File: src/rtl/filter_pkg.sv
// rtl/filter_pkg.sv - shared constants for the single-MAC filter datapath
package filter_pkg;

  // sample and coefficient geometry shared with singleMaccFilter
  localparam int DATA_W       = 18;
  localparam int TAPS         = 16;
  localparam int COEFF_ADDR_W = 4;
  localparam int COEFF_W      = 18;

endpackage

File: src/rtl/sample_fifo.sv
// rtl/sample_fifo.sv - single-clock sample FIFO with combinational head read
module sample_fifo #(
  parameter int DW    = filter_pkg::DATA_W,
  parameter int DEPTH = 16
) (
  input  logic                   clk,
  input  logic                   rst_n,
  input  logic                   wr,
  input  logic                   rd,
  input  logic [DW-1:0]          din,
  output logic [DW-1:0]          dout,
  output logic [$clog2(DEPTH):0] level,
  output logic                   full,
  output logic                   empty
);

  import filter_pkg::*;

  localparam int AW = $clog2(DEPTH);

  logic [AW-1:0] wr_ptr_q, wr_ptr_d;
  logic [AW-1:0] rd_ptr_q, rd_ptr_d;
  logic [AW:0]   level_q, level_d;
  logic [DW-1:0] mem_q [DEPTH];
  logic          do_wr, do_rd;

  assign full  = (level_q == (AW+1)'(DEPTH));
  assign empty = (level_q == '0);
  assign level = level_q;
  assign dout  = mem_q[rd_ptr_q];

  // pointer and occupancy update; writes when full and reads when empty are ignored
  always_comb begin
    do_wr    = wr & ~full;
    do_rd    = rd & ~empty;
    wr_ptr_d = do_wr ? wr_ptr_q + AW'(1) : wr_ptr_q;
    rd_ptr_d = do_rd ? rd_ptr_q + AW'(1) : rd_ptr_q;
    level_d  = level_q;
    if (do_wr & ~do_rd) begin
      level_d = level_q + (AW+1)'(1);
    end else if (do_rd & ~do_wr) begin
      level_d = level_q - (AW+1)'(1);
    end
  end

  // pointers and level, cleared asynchronously so stale contents become unreachable
  always_ff @(posedge clk or negedge rst_n) begin
    if (!rst_n) begin
      wr_ptr_q <= '0;
      rd_ptr_q <= '0;
      level_q  <= '0;
    end else begin
      wr_ptr_q <= wr_ptr_d;
      rd_ptr_q <= rd_ptr_d;
      level_q  <= level_d;
    end
  end

  // sample storage needs no reset: it is only read behind a valid level
  always_ff @(posedge clk) begin
    if (do_wr) begin
      mem_q[wr_ptr_q] <= din;
    end
  end

endmodule

File: src/rtl/filter_sample_pacer.sv
// rtl/filter_sample_pacer.sv - buffers bursty samples and paces DataNd strobes to the filter
module filter_sample_pacer #(
  parameter int DATA_W  = filter_pkg::DATA_W,
  parameter int DEPTH   = 16,
  parameter int SPACING = filter_pkg::TAPS
) (
  input  logic                   Clk_i,
  input  logic                   RstN_i,
  input  logic [DATA_W-1:0]      Data_i,
  input  logic                   DataValid_i,
  output logic                   DataReady_o,
  input  logic                   ClrOvf_i,
  output logic [DATA_W-1:0]      Data_o,
  output logic                   DataNd_o,
  output logic [$clog2(DEPTH):0] Level_o,
  output logic                   Overflow_o
);

  import filter_pkg::*;

  localparam int LW = $clog2(DEPTH) + 1;
  localparam int GW = (SPACING > 1) ? $clog2(SPACING) : 1;
  localparam logic [GW-1:0] GAP_LOAD = GW'(SPACING - 1);

  logic              ready_q, ready_d;
  logic              ovf_q, ovf_d;
  logic              nd_q, nd_d;
  logic [GW-1:0]     gap_q, gap_d;
  logic [DATA_W-1:0] data_q, data_d;
  logic [DATA_W-1:0] head;
  logic [LW-1:0]     level;
  logic              full, empty, wr, emit;

  sample_fifo #(
    .DW    (DATA_W),
    .DEPTH (DEPTH)
  ) u_fifo (
    .clk   (Clk_i),
    .rst_n (RstN_i),
    .wr    (wr),
    .rd    (emit),
    .din   (Data_i),
    .dout  (head),
    .level (level),
    .full  (full),
    .empty (empty)
  );

  assign DataReady_o = ready_q & ~full;
  assign wr          = DataValid_i & DataReady_o;
  assign emit        = ~empty & (gap_q == '0);
  assign Data_o      = data_q;
  assign DataNd_o    = nd_q;
  assign Level_o     = level;
  assign Overflow_o  = ovf_q;

  // next state: sticky overflow (set beats clear), spacing countdown, output capture
  always_comb begin
    ready_d = 1'b1;
    ovf_d   = ovf_q;
    if (DataValid_i & full) begin
      ovf_d = 1'b1;
    end else if (ClrOvf_i) begin
      ovf_d = 1'b0;
    end
    gap_d = gap_q;
    if (emit) begin
      gap_d = GAP_LOAD;
    end else if (gap_q != '0) begin
      gap_d = gap_q - GW'(1);
    end
    nd_d   = emit;
    data_d = emit ? head : data_q;
  end

  // control and output registers; reset cancels any strobe in flight at once
  always_ff @(posedge Clk_i or negedge RstN_i) begin
    if (!RstN_i) begin
      ready_q <= 1'b0;
      ovf_q   <= 1'b0;
      nd_q    <= 1'b0;
      gap_q   <= '0;
      data_q  <= '0;
    end else begin
      ready_q <= ready_d;
      ovf_q   <= ovf_d;
      nd_q    <= nd_d;
      gap_q   <= gap_d;
      data_q  <= data_d;
    end
  end

endmodule

File: config.mk
export PLATFORM = sky130hd
export DESIGN_NAME = filter_sample_pacer
export DESIGN_NICKNAME = d
export VERILOG_FILES = /design/src/rtl/filter_pkg.sv /design/src/rtl/sample_fifo.sv /design/src/rtl/filter_sample_pacer.sv
export SDC_FILE = /design/constraint.sdc
export NUM_CORES = 1
export LEC_CHECK = 0
export ABC_CLOCK_PERIOD_IN_PS = 8189
export BUFFER_PORTS_ARGS = -buffer_cell sky130_fd_sc_hd__buf_2
export CAP_MARGIN = 20
export CELL_PAD_IN_SITES_DETAIL_PLACEMENT = 1
export CELL_PAD_IN_SITES_GLOBAL_PLACEMENT = 2
export CORE_MARGIN = 5
export CORE_UTILIZATION = 52
export DETAILED_ROUTE_END_ITERATION = 6
export PLACE_DENSITY = 0.85
export SYNTH_ARGS = -nofsm -noshare
export SYNTH_HDL_FRONTEND = slang
export SYNTH_SLANG_ARGS = --single-unit
File: constraint.sdc
create_clock -name Clk_i -period 8.19 [get_ports Clk_i]
set_input_delay 1.2285 -clock Clk_i [delete_from_list [all_inputs] [get_ports Clk_i]]
set_output_delay 1.2285 -clock Clk_i [all_outputs]
set_load 0.005 [all_outputs]
# Word level (Yosys, flattened, before mapping)
# Memory sizes are Yosys's and may differ from the RTL's. A register that Yosys moved wholly into a read port is not among the register bits.
# Index checks and enable logic that the tools add are counted.
# word_totals
register_bits	20
latch_bits	0
ramBits	288
romBits	0
inputBits	22
output_inout_bits	26
elab_cells	41
n_memories	1
# memory_table
memory	depth	width	read_ports	rd_ports_with_merged_regs	write_ports	line	text
u_fifo.mem_q	16	18	1	1	1	sample_fifo.sv:24	logic [DW-1:0] mem_q [DEPTH];
# op_classes
n_addsub	5
mul	0
div	0
order_cmp	0
n_eq_ne	1
n_shift	0
muxes	8
bitwise	12
n_reduce_logical	7
# ops
cell	count
5-bit 2-to-1 mux	2
4-bit by 1-bit adder with 4-bit output (second input constant)	2
1-bit bitwise AND	8
4-bit 2-to-1 mux	2
2-bit nonzero test	3
5-bit by 1-bit adder with 5-bit output (second input constant)	1
5-bit equality test (second input constant)	1
5-bit zero test	1
5-bit by 1-bit subtractor with 5-bit output (second input constant)	1
4-bit zero test	1
1-bit 2-to-1 mux	4
1-bit NOT	4
4-bit nonzero test	1
4-bit by 1-bit subtractor with 4-bit output (second input constant)	1
1-bit zero test	1

# Longest topological paths before layout
# Gate-level depths: netlist (run 1).
# depth
depth_word	9
ltp_mapped	12
depth_no_buf	11

# By module
# Synthesis (run 1) repeated with hierarchy kept, for this count alone.
# hier_totals
cells_unflattened	676
area_unflattened_um2	12871.1
# modules_own_cells
module	n_inst	cells_each	area_each_um2	seq_area_each_um2
sample_fifo	1	607	11850.1	8973.6
filter_sample_pacer	1	69	1021.0	625.6

# Worst setup path before layout (run 1)
# No wires, ideal clock.
# synth_path
path_type	input -> register
from	input DataValid_i
to	memory u_fifo.mem_q[3][0] (netlist bit) (enable)
setup_ns	0.416
arrival_ns	3.189
required_ns	7.774
setup_slack_ns	4.586
cell_stages	4
path_buffers	0
cell_sequence	inv_1 > a211oi_2 > nand2_1 > nor3_1
# synth_between
elab_chain_cells	4
# synth_rtl
item	line	text
start: declaration	filter_sample_pacer.sv:10	input logic DataValid_i,
1-bit bitwise AND	filter_sample_pacer.sv:50	assign wr = DataValid_i & DataReady_o;
1-bit bitwise AND	sample_fifo.sv:34	do_wr = wr & ~full;
named net u_fifo.do_wr	sample_fifo.sv:25	logic do_wr, do_rd;
1-bit 2-to-1 mux	sample_fifo.sv:61	if (do_wr) begin
1-bit 2-to-1 mux (implied by the code)	sample_fifo.sv:62	mem_q[wr_ptr_q] <= din;
end: declaration	sample_fifo.sv:24	
# The timed path passes the listed nets, and every way through them passes these cells.

# Worst setup path in the final report (run 1)
# layout_path
from	input DataValid_i
to	memory u_fifo.mem_q[10][16] (netlist bit) (enable)
# The elaborated chain is that of the path after synthesis.

==> results of run 1 <==
[cell families after synthesis]
| kind of cell | count (synthesis) |
|---|---|
| adders and majority gates | 12 |
| other | 1 |
| buffers and inverters | 38 |
| and+or+nand+nor | 64 |
| DFF | 326 |
| muxes | 111 |
| AOI/OAI and AO/OA | 36 |
| xor gates and xnor gates | 9 |
[cells in the final DEF, fill, tap and decap left out, drive strengths merged]
| cell | instances |
|---|---|
| a21oi | 8 |
| nor2 | 14 |
| edfxtp | 288 |
| mux4 | 72 |
| conb | 1 |
| fa | 1 |
| mux2 | 1 |
| nand3 | 1 |
| nand4 | 2 |
| a21o | 3 |
| o221ai | 18 |
| bufinv | 2 |
| a211oi | 1 |
| buf | 60 |
| nand2b | 3 |
| inv | 10 |
| ha | 11 |
| mux2i | 38 |
| clkbuf | 51 |
| xnor2 | 8 |
| clkinvlp | 2 |
| clkinv | 4 |
| o31ai | 2 |
| dfrtp | 38 |
| xor2 | 1 |
| nor4 | 1 |
| or3b | 1 |
| or2b | 1 |
| nor3 | 7 |
| nand2 | 34 |
| o21ai | 4 |
[flip-flops by register name (all words and copies together) (netlist names)]
name             count
u_fifo.rd_ptr_q      4
u_fifo.wr_ptr_q      4
gap_q                4
Data_o              18
DataNd_o             1
u_fifo.level         5
Overflow_o           1
ready_q              1
u_fifo.mem_q       288
[cell type report]
| type | instances | share of cell area |
|---|---|---|
| repair buffers | 60 | 0.02709 |
| well taps | 324 | 0.02805 |
| flip-flops and latches | 326 | 0.6646 |
| clock inverters | 8 | 0.006492 |
| clock buffers | 51 | 0.06769 |
| inverters | 10 | 0.002943 |
| multi-input cells | 233 | 0.2032 |
[worst reg2reg max path: stages, from the launching register on]
cell      delay [ns]
dfrtp_4         0.80
buf_4           0.86
mux4_2          0.66
mux2i_1         0.51
o221ai_2        0.18
[worst paths after layout]
check                                  endpoint  cells after the start
max reg2reg                           Data_o[4]                      4
max in group asynchronous            Data_o[11]                      2
min in group asynchronous              gap_q[3]                      1
max                        u_fifo.mem_q[10][16]                      5
min                                  Data_o[15]                      2
min reg2reg                          Data_o[15]                      2
[layer usage]
metal / vias up / global-route usage / wire length, um
met2: 188 / 0.3445 / 14500
met3: 36 / 0.03571 / 1592
met5: - / 0 / 0
met1: 3273 / 0.2873 / 11810
li1: 2571 / - / -
met4: 0 / 0.04627 / 419
[through the flow]
stage               worst slack, ns  utilization  hold WS [ns]  instance area [sq um]
floorplan                     4.586            -        0.4707                  12670
global placement              4.552       0.5492        0.4669                  13280
detailed placement            4.478       0.5492        0.4784                  13280
CTS                           4.941       0.5935        0.4920                  14350
global route                  4.811       0.5978        0.5152                  14450
finish                        4.942       0.5978        0.4868                  14450
[power by group through the flow]
stage,clock network (W),logic [W],registers (W)
global placement,0,0.00105,0.00214
detailed placement,0,0.00109,0.00215
finish,0.00149,0.00109,0.00212
global route,0.00160,0.00117,0.00214
floorplan,0,0.000779,0.00208
CTS,0.00151,0.00110,0.00212
==> summary.md, run 1 <==
From synthesis to final layout, the design area changed by 14.04%. For the relative contribution of the clock network to total power, the log shows 0.317. The biggest fanout along the worst timing path is 18.

The per-instance average area after synthesis is 21.23 sq um. The xor-xnor portion of the synthesized cell area is 0.006219, and the total length of routed wires is 28320 um. Excluding fillers, the count of instances in the completed layout stands at 1012.

The CTS buffer count came out at 34. At the pin with the least slew margin, the transition time is 1.205 ns. The buffer type at the clock tree root was clkbuf_16.

Number of global-route vias before repair: 6656. The portion of synthesized cell area occupied by the leading cell type is 0.6823, and the cell internal power dissipation is 0.003370 W. In the final routed layout, each cell accounts on average for 27.98 um. Gate family responsible for the most delay along the worst path: simple AND/OR/NAND/NOR gates. Counting the fill cells in the layout gives 2015. For the share of power burned in registers, the log shows 0.450. The logs give 0.233 for the combinational fraction of design power and 0 for the aggregate global routing overflow. By count the netlist is led by 288 x edfxtp_1, 72 x mux4_2, 38 x dfrtp_1, 38 x mux2i_1, 33 x nand2_1. For the finished layout, the period the worst path requires is 3.248 ns. The number of buffers inserted by post-CTS setup repair is 0. Tracing the worst setup path back leads to its startpoint at DataValid_i. The run gives 0.02760 sq mm as the area enclosed by the die boundary.

The most common cell in the synthesized netlist is edfxtp_1. Worst min-delay path class: flop to flop. The number of distinct library cells after synthesis was 37; the count of max-cap constraint violations was 0.

Routability-driven placement finished with a final weighted congestion of 0.7388. Post-detailed-placement half-perimeter wirelength: 16580 um. The synthesized netlist occupies a cell area of 0.01267 sq mm. edfxtp_1 takes more of the synthesized area than any other cell. TritonCTS built the clock tree. The worst setup path is captured at a flop. The signal on the critical path passes through buf_2 -> inv_1 -> a211oi_2 -> nand2_1 -> nor2_2.

Synthesis produced a netlist with a net count of 631. In the routed design, unresolved DRC markers number 0. The total I/O pin count came out at 48.

After floorplanning, the core was sized to cover 0.02418 sq mm. The number of enable-type register cells in the synthesized netlist is 288. STA puts the critical path data arrival time at 3.36 ns. The post-synthesis adder-cell area fraction works out to 0.01244. The register bit total from synthesis is 326. The worst relative slew slack came out at 0.1960.

During synthesis, Yosys emitted a total of 0 warnings. The startpoint identified for the worst register-to-register timing path is u_fifo.rd_ptr_q[1]. Setup repair after global routing left no endpoint under its margin. Using the TritonRoute via totals, the vias-per-cell ratio works out to 5.996. Together, buffers and inverters on the worst path number 2. The H-tree generated during clock tree synthesis spans 2 levels.

For this design the ratio of total power to cell area is 325.3 mW/mm^2. The share of async-settable or async-resettable flops after synthesis came out at 0.1166. Setup total negative slack on the finished layout was measured at 0 ns. The tools report the clock network latency to the later pin of the worst-skew pair as 0.50 ns. The starting density of the core was 0.5242; the number of cells after detailed placement was 947.

The total leakage power was 4.737 nW; the slack of the worst reg-to-reg path was 5.03 ns. The share of synthesized area occupied by flip-flops and latches came out at 0.7574. The tools report the origin of the worst min-delay path as Data_o[15].

In the post-synthesis netlist, the biggest area contributors are edfxtp_1 68%, mux4_2 13%, dfrtp_1 7.5%, mux2i_1 3.0%, ha_1 1.1%. The multi-input combinational cell area was 0.002937 sq mm; the number of cell rows was 57. After clock tree synthesis, the repair step resized 0 gates. After clock tree synthesis, the clock-pin slew on the worst setup and hold paths is 0.06 ns. Horizontal die dimension: 166.1 um.

CTS saw 326 sinks. The total global-route track usage is 0.2053, and the number of antenna violations at the first check in global routing is 0. Across all layers, the routed design uses 6068 vias. By area, the combinational part of the netlist is dominated by multiplexers. Entering global routing, the biggest net connects 75 pins.

The run gives 0 as the number of max-slew violations in the final report. The final hold violation count was 0. Quantity of hold-fixing buffers added after cts: 0. Cell at the slowest stage of the critical path: nor2_2. After the first detailed-routing iteration, the DRC count stood at 533. Quantity of I/O buffers inserted on ports: 47. The switching share of power came out at 0.2834. The simple logic cell fraction of the synthesized area is 0.02379. The post-synthesis mux area share is 0.1588, and the area occupied by registers is 0.009605 sq mm.

The number of buffers on the longest clock path is 3. At the worst endpoint, the required time is 8.30 ns. The run gives 0 as the final setup violation count. The final period utilization was 0.3966.

The share of post-route cells with drive strength above 1 was 0.3081. The compound-cell area share of the yosys netlist was 0.02616; the final net count was 699. The run gives 0.3079 GHz as the achievable clock frequency. The flow ran to the end, and the final reports show no timing, DRC or antenna violations. In the synthesized netlist, the number of instances is 597. Summed over all nets, the switching power comes to 0.001333 W.

The run gives 0.2907 mV as the maximum resistive drop on vdd. The critical path is of the primary input to flop type. The number of antenna diodes in the final layout is 0. In the synthesized netlist the dominant register cell turns out to be edfxtp_1. Overall power consumption after layout is estimated at 0.004702 W.

For the clock tree skew after final layout, the log shows 0.02071 ns. The first detailed-routing pass ran for 5 iterations. STA classifies the critical path startpoint as a primary input. The largest single stage delay on the critical path is 0.98 ns. Once detail routing completed, the nets flagged for antenna violations numbered 0.

The die span in y is 166.1 um, and the global-route wire length before repair is 42720 um.
(Power assumes the default switching activity.)
==> run 2, diff against run 1 <==
- ABC_AREA: default -> 1
- ABC_CLOCK_PERIOD_IN_PS: 8189 -> 3150
- CORE_UTILIZATION: 52 -> 41
- PLACE_DENSITY: 0.85 -> 0.81
- clock period: 8.19 -> 3.15 ns (I/O delays scaled with it)
==> run 2 against run 1 <==
Utilization fell by 12 points. Flip-flop and latch count is the same. Sequential share of layout area fell by 6.8 points. Non-clock buffer count increased by 19. Via count rose by 58%. Hold slack got worse by 0.46 ns. Routed wire length grew 36%. Count of clock-buffer cells in the layout fell by 8. Largest cell class unchanged.
==> summary.md, run 2 <==
The run finished with clean final reports. The total power per unit cell area was 870.3 mW/mm^2 (was 325.3 mW/mm^2). The achievable clock frequency is 0.3847 GHz, and the total I/O pin count is 48 (unchanged). The share of post-route cells with drive strength above 1 is 0.1054 (was 0.3081). The average detailed-routed wire length per instance is 20.36 um (was 27.98 um), and the number of enable-type register cells in the synthesized netlist is 288 (unchanged).

The tools report the final setup violation count as 0 (unchanged). The portion of synthesized cell area occupied by the leading cell type is 0.6156 (was 0.6823), and the final hold violation count is 0 (unchanged). The area enclosed by the die boundary is 0.03807 sq mm (was 0.02760 sq mm).

Cells taking the most area after synthesis: edfxtp_1 62%, nand2_1 12%, nand3_1 7.8%, dfrtp_1 6.8%, inv_1 6.3% (was edfxtp_1 68%, mux4_2 13%, dfrtp_1 7.5%, mux2i_1 3.0%, ha_1 1.1%). The antenna violation net count after detailed routing is 0 (unchanged), and the number of cell rows is 67 (was 57). The share of async-settable or async-resettable flops after synthesis was 0.1166 (unchanged). Clock network latency to the later pin of the worst-skew pair: 0.52 ns (was 0.50 ns). Subtracting the final worst setup slack from the clock period gives 2.600 ns.

Maximum resistive drop on vdd: 0.6206 mV (was 0.2907 mV). The aggregate global routing overflow was 0 (unchanged); the delay of the slowest critical-path stage was 0.46 ns (was 0.98 ns). The number of inserted diodes was 0 (unchanged); the data required time of the critical path was 3.60 ns (was 8.30 ns). The last weighted congestion value of the routability-driven placer is 0.7600 (was 0.7388). Clock tree skew after final layout: 0.02290 ns (was 0.02071 ns). The routed via count divided by cell count works out to 5.052 (was 5.996). The buffer type at the clock tree root was clkbuf_16 (unchanged). The post-detailed-placement half-perimeter wirelength is 23230 um (was 16580 um), and the number of flip-flops in the largest register is 288 (unchanged). The post-route cell area is 0.01609 sq mm (was 0.01445 sq mm).

The tools report the total length of routed wires as 38660 um (was 28320 um). The tools report the number of buffers on the longest clock path as 3 (unchanged). The placeable core area was 0.03370 sq mm (was 0.02418 sq mm). Leading post-synthesis cells by instance count: 458 x nand2_1, 288 x edfxtp_1, 236 x inv_1 (was 288 x edfxtp_1, 72 x mux4_2, 38 x dfrtp_1, 38 x mux2i_1, 33 x nand2_1). The number of global-route vias before repair is 10.18k (was 6656), and the area of the mapped netlist is 0.01405 sq mm (was 0.01267 sq mm). For the number of max-slew violations in the final report, the log shows 0 (unchanged). Register name with the most flops: u_fifo.mem_q (unchanged). The share of synthesized area occupied by flip-flops and latches was 0.6833 (was 0.7574). Type of the worst setup path: flop to flop (was primary input to flop). The post-route setup TNS is 0 ns (unchanged). The per-instance average area after synthesis works out to 10.27 sq um (was 21.23 sq um). The quantity of I/O buffers inserted on ports is 47 (unchanged). The run gives 0 (unchanged) as the number of cells upsized or downsized after cts. Worst min-delay path class: primary input to asynchronous set/reset pin (was flop to flop).

The run gives 0 (unchanged) as the number of buffers inserted by post-CTS setup repair. The kind of end point of the critical path is a flop (unchanged). The global-route wire length before repair came out at 59600 um (was 42720 um). The register bit total from synthesis came out at 326 (unchanged). The cell that appears most often on the critical path is inv_1.

The number of sinks driven by the clock tree is 326 (unchanged). The cell at the slowest stage of the critical path was dfrtp_1 (was nor2_2). The dominant cell type by area after synthesis is edfxtp_1 (unchanged).

The tools report the largest net degree at the start of global routing as 147 (was 75). The count of max-cap constraint violations was 0 (unchanged). Most common cell in the synthesized netlist: nand2_1 (was edfxtp_1).

TritonCTS built the clock tree. Ordered cell list for the critical path: inv_1 -> nand4_1 -> nand3_1 -> inv_1 -> ha_1 -> inv_1 -> fa_1 -> a21oi_1 -> nor2_1 -> nor2_1 -> xor2_1 -> nand2_1 -> nand2_1 (was buf_2 -> inv_1 -> a211oi_2 -> nand2_1 -> nor2_2). The logs give 4 (was 5) for the number of detailed-route iterations in the first pass and 0 (unchanged) for the Yosys warning count. The number of distinct library cells after synthesis was 25 (was 37); the net count of the mapped netlist was 1402 (was 631). The commonest non-fill, non-tap cell in the layout was nand2_1 (was edfxtp_1). Commonest register cell after synthesis: edfxtp_1 (unchanged). The number of fill cells is 3786 (was 2015). The horizontal die dimension was 195.1 um (was 166.1 um). The tools report the number of antenna violations at the first check in global routing as 0 (unchanged).

The category of the worst setup path launch point is a flop (was a primary input). Top library cells by usage in the layout, fill and taps aside: 458 x nand2_1, 288 x edfxtp_1, 236 x inv_1, 219 x nand3_1, 47 x buf_2 (was 288 x edfxtp_1, 72 x mux4_2, 47 x buf_2, 38 x mux2i_1, 37 x clkbuf_16). Remaining routing DRC violations: 0 (unchanged). Final net count: 1458 (was 699). The transition time at the pin with the least slew margin is 1.043 ns (was 1.205 ns), and the final period utilization is 0.8253. The tools report the total leakage power as 7.046 nW (was 4.737 nW). CTS buffer count: 36 (was 34). Setup repair after global routing left no endpoint under its margin. The starting density of the core is 0.4169 (was 0.5242). Number of instances in the synthesized netlist: 1368 (was 597).

The die span in y was 195.1 um (was 166.1 um). Post-placement cell area: 0.01488 sq mm (was 0.01328 sq mm). Biggest fanout along the worst timing path: 7 (was 18).

The deepest level of the CTS H-tree is 2 (unchanged). The number of vias after detailed routing is 9594 (was 6068), and the relative area change from synthesis to final layout is 14.54% (was 14.04%). The clock slew seen by the registers of the worst setup and hold paths came out at 0.06 ns (about the same). The logs give 3.05 ns (was 3.36 ns) for the arrival time at the worst endpoint and 0.2012 (was 0.2053) for the total global-route track usage. The worst relative slew slack is 0.3047 (was 0.1960), and the violation count after the first detailed-route iteration is 538 (was 533). Quantity of hold-fixing buffers added after cts: 0 (unchanged).
## run 2: changes by cell type after synthesis, moves of 10 or more
cell	delta
clkbuf_1	+16
mux2i_1	-38
nand3_1	+218
inv_1	+227
buf_2	+19
mux4_2	-72
nor2_1	+10
nand2_1	+425
## run 2: cells by family after synthesis
| logic type | count (synthesis) | synth area share |
|---|---|---|
| and+or+nand+nor | 704 | 0.2081 |
| DFF | 326 | 0.6833 |
| buffers and inverters | 300 | 0.08479 |
| AOI/OAI and AO/OA | 14 | 0.005522 |
| adders and majority gates | 12 | 0.01122 |
| xor gates and xnor gates | 11 | 0.006858 |
| other | 1 | 0.0002669 |
## run 2: worst paths after layout
kind                                 endpoint  slack, ns            start  depth (start not counted)
max                           u_fifo.level[4]       0.55  u_fifo.level[0]                         13
min                        u_fifo.rd_ptr_q[3]       0.03           RstN_i                          1
max reg2reg                   u_fifo.level[4]       0.55  u_fifo.level[0]                         13
min reg2reg                         Data_o[3]       0.48        Data_o[3]                          2
max in group asynchronous  u_fifo.wr_ptr_q[1]       2.40           RstN_i                          2
min in group Clk_i                 Overflow_o       0.18         ClrOvf_i                          2
## run 2: metal layers
metal  part of all wire  wire length, um  up-vias  global-route usage
li1                   -                -     4493                   -
met1               0.44            16850     4854              0.2667
met2               0.50            19180      195              0.3516
met3              0.043             1661       52             0.02585
met4              0.025              965        0             0.05327
met5                  0                0        -                   0
## run 2: report_power, final
group          total (W)  internal, W  switching (W)
Combinational    0.00432      0.00127        0.00305
Sequential       0.00535      0.00512       0.000222
Clock            0.00434      0.00265        0.00169
## run 2: metrics by stage
step	instances	total power, W	setup WS, ns	hold slack, ns	utilization
global placement	1834	0.009714	0.6354	0.4595	0.4414
detailed placement	1834	0.009796	0.5827	0.4660	0.4414
finish	1899	0.01400	0.5503	0.03015	0.4775
global route	1899	0.01481	0.2656	0.06298	0.4775
floorplan	1368	0.008134	0.8494	0.1769	-
CTS	1899	0.01418	0.5298	0.03697	0.4775
## run 2: cell type report
type                            instances  area (sq um)  area share
Multi-Input combinational cell        742          3298      0.2050
Clock inverter                         22         267.8     0.01664
Inverter                              239         899.6     0.05591
Clock buffer                           43         948.4     0.05894
Timing Repair Buffer                   79         513.0     0.03188
Tap cell                              448         560.5     0.03483
Sequential cell                       326          9604      0.5968
## run 2: worst max-delay path: cells and delay by family, from the launching register on
kind | cells | cell delay (ns)
AO/OA/AOI/OAI | 1 | 0.16
XOR/XNOR | 1 | 0.18
adder cells (fa/ha/maj) | 2 | 0.66
buffers and inverters | 3 | 0.43
flip-flops | 1 | 0.46
AND/OR/NAND/NOR | 6 | 0.65
